File: src/rtl/ram_port_arbiter.sv
// Round-robin arbiter sharing one single-port RAM between m0 (fetch) and m1 (load/store).
// m1 may lock the RAM for up to LOCK_MAX grants. Responses are registered and arrive one cycle after the grant.
module ram_port_arbiter #(
    parameter int ADDR_WIDTH = 11,
    parameter int DATA_WIDTH = 32,
    parameter int LOCK_MAX   = 4,
    parameter int PRIO_INIT  = 1
) (
    input  logic                  clk,
    input  logic                  rst,
    input  logic                  m0_req,
    input  logic                  m0_we,
    input  logic [31:0]           m0_addr,
    input  logic [DATA_WIDTH-1:0] m0_wdata,
    output logic                  m0_gnt,
    output logic                  m0_rvalid,
    output logic [DATA_WIDTH-1:0] m0_rdata,
    output logic                  m0_err,
    input  logic                  m1_req,
    input  logic                  m1_we,
    input  logic [31:0]           m1_addr,
    input  logic [DATA_WIDTH-1:0] m1_wdata,
    input  logic                  m1_lock,
    output logic                  m1_gnt,
    output logic                  m1_rvalid,
    output logic [DATA_WIDTH-1:0] m1_rdata,
    output logic                  m1_err,
    output logic                  ram_we,
    output logic [ADDR_WIDTH-1:0] ram_addr,
    output logic [DATA_WIDTH-1:0] ram_wdata,
    input  logic [DATA_WIDTH-1:0] ram_rdata
);
    localparam int CW = $clog2(LOCK_MAX + 1);
    localparam logic [CW-1:0] LOCK_MAX_C = CW'(LOCK_MAX);

    typedef enum logic {UNLOCKED, LOCKED} lock_state_t;

    lock_state_t           state_q, state_d;
    logic [CW-1:0]         lock_cnt_q, lock_cnt_d;
    logic                  force_m0_q, force_m0_d;
    logic                  last_gnt_q;
    logic [ADDR_WIDTH-1:0] addr_q;
    logic [DATA_WIDTH-1:0] wdata_q;

    logic                  oor0, oor1, any_gnt, sel_we, sel_oor;
    logic [31:0]           sel_addr;
    logic [DATA_WIDTH-1:0] sel_wdata;
    logic                  unused_addr_bits;

    assign unused_addr_bits = ^{m0_addr[1:0], m1_addr[1:0]};
    assign oor0 = |m0_addr[31:ADDR_WIDTH+2];
    assign oor1 = |m1_addr[31:ADDR_WIDTH+2];

    always_comb begin
        m0_gnt = 1'b0;
        m1_gnt = 1'b0;
        if (!rst) begin
            // The cycle after a forced release belongs to m0; otherwise the lock or round-robin decides.
            m0_gnt = m0_req && (!m1_req || force_m0_q ||
                                (state_q == UNLOCKED && last_gnt_q));
            m1_gnt = m1_req && !m0_gnt;
        end
        any_gnt   = m0_gnt || m1_gnt;
        sel_we    = m1_gnt ? m1_we    : m0_we;
        sel_addr  = m1_gnt ? m1_addr  : m0_addr;
        sel_wdata = m1_gnt ? m1_wdata : m0_wdata;
        sel_oor   = m1_gnt ? oor1     : oor0;
        ram_we    = any_gnt && sel_we && !sel_oor;
        ram_addr  = any_gnt ? sel_addr[ADDR_WIDTH+1:2] : addr_q;
        ram_wdata = any_gnt ? sel_wdata : wdata_q;
    end

    always_comb begin
        state_d    = state_q;
        lock_cnt_d = lock_cnt_q;
        force_m0_d = 1'b0;
        case (state_q)
            UNLOCKED: begin
                if (m1_gnt && m1_lock && !force_m0_q) begin
                    if (LOCK_MAX <= 1) begin
                        force_m0_d = 1'b1;
                    end else begin
                        state_d    = LOCKED;
                        lock_cnt_d = CW'(1);
                    end
                end
            end
            LOCKED: begin
                if (!m1_req || !m1_lock) begin
                    state_d    = UNLOCKED;
                    lock_cnt_d = '0;
                end else if (lock_cnt_q + 1'b1 == LOCK_MAX_C) begin
                    // m1 is granted here; this grant uses up the lock budget.
                    state_d    = UNLOCKED;
                    lock_cnt_d = '0;
                    force_m0_d = 1'b1;
                end else begin
                    lock_cnt_d = lock_cnt_q + 1'b1;
                end
            end
            default: begin
                state_d    = UNLOCKED;
                lock_cnt_d = '0;
            end
        endcase
    end

    always_ff @(posedge clk) begin
        if (rst) begin
            state_q    <= UNLOCKED;
            lock_cnt_q <= '0;
            force_m0_q <= 1'b0;
            last_gnt_q <= 1'(PRIO_INIT);
            addr_q     <= '0;
            wdata_q    <= '0;
            m0_rvalid  <= 1'b0;
            m0_rdata   <= '0;
            m0_err     <= 1'b0;
            m1_rvalid  <= 1'b0;
            m1_rdata   <= '0;
            m1_err     <= 1'b0;
        end else begin
            state_q    <= state_d;
            lock_cnt_q <= lock_cnt_d;
            force_m0_q <= force_m0_d;
            if (any_gnt) begin
                last_gnt_q <= m1_gnt;
                addr_q     <= ram_addr;
                wdata_q    <= ram_wdata;
            end
            m0_rvalid <= m0_gnt;
            m0_err    <= m0_gnt && oor0;
            if (m0_gnt) m0_rdata <= (m0_we || oor0) ? '0 : ram_rdata;
            m1_rvalid <= m1_gnt;
            m1_err    <= m1_gnt && oor1;
            if (m1_gnt) m1_rdata <= (m1_we || oor1) ? '0 : ram_rdata;
        end
    end
endmodule

File: config.mk
export PLATFORM = sky130hd
export DESIGN_NAME = ram_port_arbiter
export DESIGN_NICKNAME = d
export VERILOG_FILES = /design/src/rtl/ram_port_arbiter.sv
export SDC_FILE = /design/constraint.sdc
export NUM_CORES = 1
export LEC_CHECK = 0
export CAP_MARGIN = 30
export CELL_PAD_IN_SITES_DETAIL_PLACEMENT = 1
export CELL_PAD_IN_SITES_GLOBAL_PLACEMENT = 1
export CORE_MARGIN = 5
export CORE_UTILIZATION = 44
export CTS_CLUSTER_DIAMETER = 60
export DETAILED_ROUTE_END_ITERATION = 10
export DONT_BUFFER_PORTS = 1
export GPL_TIMING_DRIVEN = 0
export HOLD_SLACK_MARGIN = 0.02
export PLACE_DENSITY = 0.81
export SLEW_MARGIN = 20
export SYNTH_ARGS = -nofsm -noshare
export SYNTH_HDL_FRONTEND = slang
export SYNTH_SLANG_ARGS = --single-unit
export TNS_END_PERCENT = 5
File: constraint.sdc
create_clock -name clk -period 2.5 [get_ports clk]
set_input_delay 0.5 -clock clk [delete_from_list [all_inputs] [get_ports clk]]
set_output_delay 0.5 -clock clk [all_outputs]
set_load 0.03 [all_outputs]
* Word level (Yosys, flattened, before mapping) *
Cells that the tools add are included.

storage, ports and cells
  output and inout port bits = 114
  logic and storage cells = 58
  input port bits = 167
  memory bits (read-only) = 0
  flip-flop bits (word level) = 117
  bits in latches = 0
  memories kept = 0
  memory bits (writable) = 0

cells by class
  bitwise gates (word level) = 1
  $lt $le $gt $ge = 0
  shifts and indexed selects = 0
  eq/ne operators = 2
  add/subtract/negate cells = 1
  mux-type cells = 19
  reductions and logical operators = 23
  multipliers = 0
  divide/modulo/power cells = 0

operator list
  operator                                                         count
  32-bit two-way mux                                               4
  19-bit OR reduction                                              2
  13-bit two-way mux                                               1
  11-bit two-way mux                                               1
  1-bit logical AND                                                9
  3-bit two-way mux                                                3
  1-bit two-way mux                                                8
  1-bit logical OR                                                 6
  3-bit case mux with 2 select lines                               1
  1-bit logical NOT                                                5
  3-bit by 1-bit adder with 3-bit output, second input constant    1
  3-bit equality test, second input constant                       1
  3-bit OR reduction                                               1
  2-bit by 1-bit != test with 1-bit output, second input constant  1
  1-bit case mux with 2 select lines                               1
  1-bit inverter                                                   1

* Longest topological paths before layout *
  depth after elaboration = 11
  depth in mapped cells = 7
  gate-level depth less buffers = 5

* Worst setup path after synthesis *
No wires, ideal clock.

  kind = input-to-output
  start = input port rst
  end = output port ram_we
  stages on the path = 6
  path slack = 0.017 ns
  data arrival time = 1.983 ns
  path buffers = 1
  data required time = 2.000 ns
  cell sequence = buf_2 -> nor2b_2 -> nand3_2 -> inv_2 -> or4b_1 -> a221oi_2

on the way
  longest elaborated chain between the ends = 4
  elaborated cells on any way between the ends = 8
  classes of those cells = 4 x mux; 4 x reduce/logical

RTL lines
  item                                                           RTL line  source
  start, declared                                                10        input logic rst,
  1-bit two-way mux (*)                                          57        if (!rst) begin
  named net m1_gnt                                               24        output logic m1_gnt,
  1-bit two-way mux, or another cell as far along                64        sel_we = m1_gnt ? m1_we : m0_we;
  1-bit logical AND / 1-bit logical NOT (equally long branches)  68        ram_we = any_gnt && sel_we && !sel_oor;
  1-bit logical AND (*)                                          68
  end, declared                                                  28        output logic ram_we,

Mark *: on every way through the listed nets, which the timed path passes. The rest lies on a longest branch.

* Worst setup path in the final report *
  start = register state_q
  end = output port ram_we

on the way
  longest elaborated chain between the ends = 10
  elaborated cells on any way between the ends = 14
  classes of those cells = 4 x mux; 1 x bitwise; 9 x reduce/logical

RTL lines
  item                                                           RTL line  source
  start, declared                                                38        lock_state_t state_q, state_d;
  start signal, assigned                                         123       state_q <= state_d;
  1-bit inverter (no line) (*)                                   n/a
  1-bit logical AND (*)                                          60        (state_q == UNLOCKED && last_gnt_q));
  1-bit logical OR (*)                                           59        m0_gnt = m0_req && (!m1_req || force_m0_q ||
  1-bit logical AND (*)                                          59
  1-bit logical NOT (*)                                          61        m1_gnt = m1_req && !m0_gnt;
  1-bit logical AND (*)                                          61
  1-bit two-way mux (*)                                          57
  named net m1_gnt                                               24
  1-bit two-way mux, or another cell as far along                64
  1-bit logical AND / 1-bit logical NOT (equally long branches)  68
  1-bit logical AND (*)                                          68

Marks and branches as above.

==> results.yml <==
outcome:
  status: "finished, violations left"
  failed_checks: "negative setup slack"
routing:
  routedWlPerCell_um: 24.7
  routed_wl_um: 15500
  vias: 3846
  drt-initial-drc-count: 173
  first_pass_iters: 4
  drc_errors: 0
  ant_nets: 0
  viasPerCell: 6.11
pwr:
  power_frac_comb: 0.128
  ir_drop_v: 0.000403
  p_int_mw: 3.57
  p_sw_mw: 1.46
  switching_share: 0.290
  p_leak_nw: 2.29
  power_frac_clock: 0.483
  seq_power_share: 0.389
  power_density_nw_per_um2: 863
synth:
  yosys.area.top_type_share: 0.507
  synth-seq-cells: 117
  yosys_most_used_dff: "dfxtp_1"
  ys_async_sr_fraction: 0
  synth-simple-area-share: 0.0932
  synth_edf_count: 0
  ys_seq_area_frac: 0.507
  synth_fa_ha_area_frac: 0.00542
  synth_nets: 626
  yosys.area.top_type: "dfxtp_1"
  syn_area_sq_um: 4620
  postSynthCellCount: 457
  yosys-top-cells-area: "dfxtp_1 51%, a22o_1 12%, mux2i_1 9.3%"
  netlist-cell-type-count: 37
  synth_mux_area_frac: 0.0932
  yosys_warnings: 0
  synth_top_family_by_area: "compound AO/OA/AOI/OAI gates"
  avgSynthCellArea_sq_um: 10.1
  synth-compound-area-share: 0.255
  synth-xor-area-share: 0.00190
finish:
  antenna_cells: 0
  final_nets: 649
  drive_gt1_frac: 0.247
  stdcell_count: 629
  syn2layout_area_growth_pct: 26.1
  fillers: 1072
  ff_latch_area_sq_um: 2340
  multi_input_area_sq_um: 2450
  final_area_sq_um: 5820
global_route:
  grt_max_degree: 17
  grt_pass1_wl_um: 23300
  grt_pass1_vias: 4156
  antenna_found_initial: 0
  grt_usage: 0.235
  grt-ovfl-total: 0
run:
  drv_cap: 0
clock_tree:
  clockBufferDepth: 2
  cts_tree: "yes"
  hold_buffers: 0
  cts_max_level: 4
  cts.sinks: 117
  clkLatencyLatePin_ps: 510
  clkTransAtPathRegs_ps: 60
  root_buffer: "clkbuf_8"
  cts_buffers: 17
placed_design:
  place_inst: 593
  placed_area_sq_um: 4790
  gp_congestion: 0.845
  io_buffers: 0
  place_hpwl_um: 11900
floorplan:
  die_w_um: 112
  die-area_sq_um: 12600
  initial_core_util: 0.449
  pin_count: 281
  core_area_sq_um: 10300
  dieHeight_um: 112
  placementRows: 37
sta:
  max_freq_mhz: 372
  skew_ps: 13.8
  setup_violations: 35
  rsz0062_at_grt: "yes"
  period_needed_ps: 2690
  drv_slew: 0
  worst_slack_ps: -189
  post-route-period-util: 1.08
  tightest_slew_ps: 791
  slew_headroom: 0.473
  hold_viol: 0
worst_setup_path:
  endpoint_kind: "primary output"
  critPathKind: "register to primary output"
  worstPathArrival_ps: 2190
  cp-start-kind: "register"
  r2r_cells: 6
  required_ps: 2000
  cp_max_fo: 3
min_path:
  worstHoldPathType: "input port to register"
  holdPathStages: 1
layer usage:
metal	up-vias	GRT usage	routed length (um)
met5	-	0	0
met4	0	0.0954	332
met3	27	0.0771	1300
met2	206	0.427	8220
met1	1846	0.249	5670
li1	1767	-	-
power groups by stage:
stage	clock, mW	sequential [mW]	combinational [mW]
detailed placement	0	1.99	0.536
finish	2.43	1.95	0.644
floorplan	0	1.99	0.438
global route	2.57	1.96	0.688
CTS	2.47	1.95	0.627
global placement	0	1.99	0.521
metrics by stage:
stage / worst slack (ps) / hold WS, ps / TNS (ps) / util / power, mW
finish: -189 / 107 / -1890 / 0.567 / 5.02
global route: -258 / 84.6 / -5940 / 0.567 / 5.21
CTS: -228 / 91.1 / -3570 / 0.559 / 5.05
detailed placement: -298 / 485 / -7670 / 0.466 / 2.53
global placement: -267 / 477 / -6660 / 0.466 / 2.51
floorplan: 17.2 / 458 / 0 / - / 2.42
cell type report:
| class | count | area share |
|---|---|---|
| Tap cell | 136 | 0.0292 |
| Buffer | 38 | 0.0359 |
| Clock inverter | 15 | 0.0311 |
| Multi-Input combinational cell | 296 | 0.421 |
| Sequential cell | 117 | 0.402 |
| Inverter | 6 | 0.00430 |
| Timing Repair Buffer | 4 | 0.00516 |
| Clock buffer | 17 | 0.0711 |
state kept, by name (all words and copies together) (netlist names):
register	flops
state_q	1
force_m0_q	1
last_gnt_q	1
lock_cnt_q	3
addr_q	11
m0_rdata	32
m0_err	1
m1_rdata	32
m1_rvalid	1
m0_rvalid	1
wdata_q	32
m1_err	1
synth_stat cells (2+ instances only):
| cell type | number |
|---|---|
| nor4_2 | 2 |
| nor2_1 | 53 |
| buf_2 | 11 |
| nand3b_1 | 2 |
| clkbuf_1 | 21 |
| nor4_1 | 8 |
| nand3_1 | 2 |
| dfxtp_1 | 117 |
| a22o_1 | 64 |
| nor3_1 | 3 |
| ha_1 | 2 |
| buf_4 | 4 |
| or3_1 | 2 |
| a21oi_1 | 46 |
| nor2b_1 | 2 |
| mux2i_1 | 43 |
| o21ai_0 | 4 |
| nand2_1 | 5 |
| a211oi_1 | 44 |
| inv_1 | 5 |
path summary, 6_finish.rpt:
check	endpoint	slack (ps)	startpoint
worst max-delay path	ram_we	-190	state_q$_SDFF_PP0_
worst min-delay path	m0_rdata[17]$_SDFFE_PP0P_	110	ram_rdata[17]
worst max register to register	m0_rdata[24]$_SDFFE_PP0P_	550	state_q$_SDFF_PP0_
worst min register to register	lock_cnt_q[2]$_SDFFE_PP0P_	510	lock_cnt_q[2]$_SDFFE_PP0P_
worst max-delay path: stages, from the launching register on:
cell	delay, ps
dfxtp_2	310
nand3b_1	180
nand3_2	140
inv_4	90
or4b_4	500
a221oi_4	460
logic make-up after synthesis:
kind of cell    Yosys count
compound gates          162
xor+xnor                  1
fa+ha+maj                 2
buf+inv                  44
flops                   117
mux                      43
simple gates             88
cells in the final DEF (no fill, tap or decap), types with 2 or more instances in the layout:
master        n
dfxtp_1     116
nor2_1       53
or3_1         2
o21ai_0       4
buf_6         3
clkinvlp_4    2
nor2b_1       2
nand2_1       5
mux2i_4       7
clkbuf_16    16
a21oi_2      33
buf_4         4
nor4_1        8
a21oi_4      10
nor3_1        3
nand3_1       2
bufinv_16     2
a22o_1       64
inv_8         4
a211oi_1     44
clkbuf_1     18
mux2i_1      26
a21oi_1       3
mux2i_2      10
buf_2        11
ha_1          2
nor4_2        2
inv_6         6
nand3b_1      2
clkbuf_2      2
inv_1         5
buf_1         2
timing repair:
| item | 4_1_cts | 5_1_grt |
|---|---|---|
| resized for setup | 74 | 17 |
| endpoints found under the setup margin | 44 | 39 |
| pin swaps | 20 | 5 |
| gates cloned | 0 | 0 |
| buffers inserted | 4 | 0 |
Power figures use the tool's default switching activity.
